## src/rtl/muldiv_unit.sv

```systemverilog
// Iterative multiply/divide unit: 32-step shift-add multiply and restoring
// divide on operand magnitudes, with a final sign-fix cycle before hi/lo
// are written. hi/lo double as the MTHI/MTLO architectural registers.
module muldiv_unit (
   input  logic        clk,
   input  logic        rst,
   input  logic        start,
   input  logic [1:0]  MulDivOp,
   input  logic [31:0] a,
   input  logic [31:0] b,
   input  logic        hiWrite,
   input  logic        loWrite,
   output logic        busy,
   output logic        done,
   output logic [31:0] hi,
   output logic [31:0] lo,
   output logic        divByZero
);

   typedef enum logic [1:0] {
      S_IDLE,
      S_CALC,
      S_FIX
   } state_t;

   state_t      state_q;
   logic [31:0] a_q;
   logic [31:0] b_q;
   logic [1:0]  op_q;
   logic [4:0]  cnt_q;
   logic [63:0] acc_q;
   logic [63:0] acc_d;
   logic [31:0] hi_q;
   logic [31:0] lo_q;
   logic        done_q;
   logic        dz_q;

   // operand magnitudes (latched and incoming) and accumulator seed
   logic [31:0] mag_a;
   logic [31:0] mag_b;
   logic [31:0] in_mag_a;
   logic [31:0] in_mag_b;
   logic [63:0] acc_init;

   // step datapath intermediates
   logic [32:0] sum;
   logic [64:0] shl;
   logic [32:0] diff;

   // sign-fix results
   logic [63:0] prod_fix;
   logic [31:0] quo_fix;
   logic [31:0] rem_fix;
   logic [31:0] hi_d;
   logic [31:0] lo_d;
   logic        dz_d;

   // operand magnitudes: signed ops negate negative operands
   always_comb begin
      mag_a    = (op_q[0] && a_q[31]) ? -a_q : a_q;
      mag_b    = (op_q[0] && b_q[31]) ? -b_q : b_q;
      in_mag_a = (MulDivOp[0] && a[31]) ? -a : a;
      in_mag_b = (MulDivOp[0] && b[31]) ? -b : b;
      // multiply keeps the multiplier in the low half; divide keeps the dividend there
      acc_init = MulDivOp[1] ? {32'h0, in_mag_a} : {32'h0, in_mag_b};
   end

   // one radix-2 step: shift-add multiply or restoring divide on acc_q
   always_comb begin
      sum  = {1'b0, acc_q[63:32]} + (acc_q[0] ? {1'b0, mag_a} : 33'h0);
      shl  = {acc_q, 1'b0};
      diff = shl[64:32] - {1'b0, mag_b};
      if (op_q[1]) begin
         // acc holds {remainder, quotient}; quotient bits shift in from the right
         if (!diff[32]) begin
            acc_d = {diff[31:0], shl[31:1], 1'b1};
         end else begin
            acc_d = shl[63:0];
         end
      end else begin
         // acc holds {partial product, remaining multiplier bits}
         acc_d = {sum, acc_q[31:1]};
      end
   end

   // sign correction and divide-by-zero override applied in FIX
   always_comb begin
      prod_fix = (op_q[0] && (a_q[31] ^ b_q[31])) ? -acc_q : acc_q;
      quo_fix  = (op_q[0] && (a_q[31] ^ b_q[31])) ? -acc_q[31:0] : acc_q[31:0];
      rem_fix  = (op_q[0] && a_q[31]) ? -acc_q[63:32] : acc_q[63:32];
      dz_d     = 1'b0;
      if (!op_q[1]) begin
         hi_d = prod_fix[63:32];
         lo_d = prod_fix[31:0];
      end else if (b_q == 32'h0) begin
         hi_d = a_q;
         lo_d = '1;
         dz_d = 1'b1;
      end else begin
         hi_d = rem_fix;
         lo_d = quo_fix;
      end
   end

   // control FSM plus all architectural state
   always_ff @(posedge clk) begin
      if (rst) begin
         state_q <= S_IDLE;
         a_q     <= '0;
         b_q     <= '0;
         op_q    <= '0;
         cnt_q   <= '0;
         acc_q   <= '0;
         hi_q    <= '0;
         lo_q    <= '0;
         done_q  <= 1'b0;
         dz_q    <= 1'b0;
      end else begin
         done_q <= 1'b0;
         case (state_q)
            S_IDLE: begin
               if (start) begin
                  a_q     <= a;
                  b_q     <= b;
                  op_q    <= MulDivOp;
                  cnt_q   <= '0;
                  acc_q   <= acc_init;
                  dz_q    <= 1'b0;
                  state_q <= S_CALC;
               end else begin
                  if (hiWrite) hi_q <= a;
                  if (loWrite) lo_q <= a;
               end
            end
            S_CALC: begin
               acc_q <= acc_d;
               cnt_q <= cnt_q + 5'd1;
               if (cnt_q == 5'd31) state_q <= S_FIX;
            end
            S_FIX: begin
               hi_q    <= hi_d;
               lo_q    <= lo_d;
               dz_q    <= dz_d;
               done_q  <= 1'b1;
               state_q <= S_IDLE;
            end
            default: state_q <= S_IDLE;
         endcase
      end
   end

   assign busy      = (state_q != S_IDLE);
   assign done      = done_q;
   assign hi        = hi_q;
   assign lo        = lo_q;
   assign divByZero = dz_q;

endmodule

```

## config.mk

```make
export PLATFORM = sky130hd
export DESIGN_NAME = muldiv_unit
export DESIGN_NICKNAME = d
export VERILOG_FILES = /design/src/rtl/muldiv_unit.sv
export SDC_FILE = /design/constraint.sdc
export NUM_CORES = 1
export LEC_CHECK = 0
export ABC_AREA = 0
export CORE_MARGIN = 2
export CORE_UTILIZATION = 35
export DETAILED_ROUTE_END_ITERATION = 7
export GPL_TIMING_DRIVEN = 1
export PLACE_DENSITY = 0.63
export SKIP_CTS_REPAIR_TIMING = 1
export SLEW_MARGIN = 20
export SYNTH_ARGS = -nofsm -noshare
export SYNTH_HDL_FRONTEND = slang
export SYNTH_SLANG_ARGS = --single-unit
```

## constraint.sdc

```tcl
create_clock -name clk -period 5.32 [get_ports clk]
set_input_delay 0.798 -clock clk [delete_from_list [all_inputs] [get_ports clk]]
set_output_delay 0.798 -clock clk [all_outputs]
set_load 0.02 [all_outputs]
```

==> out/qor.yml <==
synth-seq-cells: 203
cts.sinks: 203
slew_headroom_pct: 30.42
grt.total_usage_pct: 26.31
worst_r2r_endpoint: "acc_q[63]$_SDFFE_PP0P_"
synth_edf_count: 0
final_nets: 2558
n_antenna_cell: 0
io_pins: 138
area_growth_pct: 15.57
rrSetupSlack_ns: 0.33
ant_nets: 0
syn_area_um2: 17330
route.detailed.drc: 0
crit_family: "simple AND/OR/NAND/NOR gates"
yosysTopAreaCell: "dfxtp_1"
antenna_found_initial: 0
crit_slowest_cell: "nor3_1"
rows: 81
clock_path_buffers: 3
crit_chain: "nor3_1, nand2b_1, nor3_1, and3_1, nand2_1, o41ai_1, xor2_1, nor2_1, ha_1, nand4_1, or2_2, o221ai_1, a32o_1, a31oi_1, or2_0, a2111o_1, a32oi_1, o311a_1"
synth_top_area_share_pct: 23.45
hp-class: "flip-flop to flip-flop"
crit_fanout: 8
clock_latency_ns: 0.56
avgViaCountPerCell: 6.076
syn_avg_cell_area_um2: 7.276
seq_area_frac_synth_pct: 23.45
dp.cells: 3050
initial_core_util_pct: 35.41
final_cell_mix: "nand2_1 (319), a21oi_1 (296), dfxtp_1 (202)"
drive_gt1_share_pct: 5.885
place_congestion: 0.9877
cp_num_buf_inv: 0
worst_pin_slew_ns: 1.034
worstPathArrival_ns: 5.49
skew_ns: 0.02074
ir_worst_vdd_uv: 281.3
drv_slew: 0
cts_made_buffers: 25
synth_area_leaders: "dfxtp_1 (23%), a21oi_1 (8.5%), nand2_1 (6.9%)"
fin_crit_ns: 4.993
core_um2: 48950
required_ns: 5.81
ys_warn_count: 0
final-setup-viol-count: 0
hpwl_um: 52190
synth_fp_nets: 2527
setup_tns_ns: 0
fmax_ghz: 0.2003
synthCells: 2382
critPathKind: "flip-flop to flip-flop"
reg2reg_depth: 18
hold_start: "hi[6]$_SDFFE_PP0P_"
io_buffers: 137
min_period_over_period_pct: 93.85
wl_um: 69750
htreeDepth: 1
grt-ovfl-total: 0
hold_depth: 2
powerDensity_nw_per_um2: 243.2
first_pass_iters: 6
total_power_mw: 4.872
dp_slack_ns: 0.4556
grt_setup_unrepaired: "false"
worstReg2RegStart: "a_q[2]$_SDFFE_PP0P_"
outcome: "completed"
critPathMostFrequentCell: "nor3_1"
grt_max_degree: 77
endpoint_kind: "flip-flop"
cts-root-buf: "clkbuf_16"
maxCapViolations: 0
die_area_um2: 51320
first_global_vias: 17640
cts_tree: "done"
cp-start-kind: "flip-flop"
whs_endpoint: "hi[6]$_SDFFE_PP0P_"
yosys_most_used_dff: "dfxtp_1"
synth-async-reset-ratio_pct: 0
wl_per_cell_um: 22.54
power.leakage_nw: 7.352
instances_no_fill: 3094
synth_cell_types: 91
drt_iter0_drc: 1963
layout_setup_ws_ns: 0.3271
vias: 18800
die_w_um: 226.5
hold_viol_final: 0
cp_slowest_stage_delay_ns: 0.44
cts.clk_slew.worst_paths_ns: 0.06
final_common_cell: "nand2_1"
grt_pass1_wl_um: 104600
die_y_um: 226.5
## through the flow
| step | cell area, um^2 | util [%] | hold WS, ns |
|---|---|---|---|
| CTS | 20020 | 40.90 | 0.4553 |
| floorplan | 17330 | - | 0.4287 |
| finish | 20030 | 40.92 | 0.4521 |
| global placement | 19170 | 39.17 | 0.4427 |
| global route | 20030 | 40.92 | 0.4676 |
| detailed placement | 19170 | 39.17 | 0.4452 |
## power breakdown
part / leakage (nW) / internal [mW] / switching, mW / total, mW
clock network: 0.408 / 1.07 / 0.731 / 1.80
registers: 1.66 / 1.60 / 0.143 / 1.75
logic: 5.28 / 0.499 / 0.829 / 1.33
## registers in the layout, indices dropped and copies added (netlist names)
name,cells
acc_q,64
a_q,32
b_q,32
hi,32
lo,32
cnt_q,5
op_q,2
state_q,2
divByZero,1
done,1
## worst min-delay path, cell delays in order (launching register included)
cell,delay (ns)
dfxtp_1,0.31
nand2_1,0.05
a21oi_1,0.05
## kinds of logic (layout without fill, tap and decap cells)
kind of cell | count (synthesis) | in the layout | synth area share (%)
XOR/XNOR | 246 | 246 | 12.43
AND/OR/NAND/NOR | 803 | 803 | 21.75
buffers and inverters | 221 | 269 | 5.248
adder cells (fa/ha/maj) | 74 | 74 | 5.429
multiplexers | 52 | 52 | 3.046
AO/OA/AOI/OAI | 783 | 783 | 28.65
flip-flops | 203 | 203 | 23.45
## cell usage after synthesis, types with 18 or more instances
library cell,instances
or3_1,25
a31oi_1,29
nand3_1,33
a211oi_1,49
nand2_1,319
o21ai_0,137
o211ai_1,35
o221ai_1,45
nor3_1,54
dfxtp_1,203
xnor2_1,131
nand4_1,18
a22oi_1,24
xor2_1,115
a21o_1,30
o31ai_1,32
a21oi_1,296
nor4_1,32
and3_1,23
nor2_1,196
ha_1,72
mux2i_1,46
clkbuf_1,147
inv_1,40
## worst max path at each step
| stage | endpoint | startpoint | cells past startpoint | slack (ns) |
|---|---|---|---|---|
| after floorplan | acc_q[63]$_SDFFE_PP0P_ | b_q[2]$_SDFFE_PP0P_ | 17 | 0.93 |
| after global routing | acc_q[63]$_SDFFE_PP0P_ | a_q[2]$_SDFFE_PP0P_ | 18 | 0.03 |
| after detailed placement | acc_q[63]$_SDFFE_PP0P_ | a_q[2]$_SDFFE_PP0P_ | 18 | 0.46 |
| after CTS | acc_q[63]$_SDFFE_PP0P_ | a_q[2]$_SDFFE_PP0P_ | 18 | 0.42 |
| final | acc_q[63]$_SDFFE_PP0P_ | a_q[2]$_SDFFE_PP0P_ | 18 | 0.33 |
| after global placement | acc_q[63]$_SDFFE_PP0P_ | a_q[2]$_SDFFE_PP0P_ | 18 | 0.56 |
## final cells by class
type	count	area, um^2
multi-input combinational	1958	12390
inverter	40	150.1
timing repair buffer	185	1742
clock buffer	32	691.9
clock inverter	12	157.7
tap	664	830.8
sequential	203	4068
fill	5036	28920
## per-layer routing
metal	vias up	part of all wire [%]	GRT usage [%]
li1	8748	-	-
met1	9014	41	34.41
met2	858	46	42.37
met3	179	8.7	5.054
met4	0	4.2	10.82
met5	-	0	0
Power figures use the tool's default switching activity.
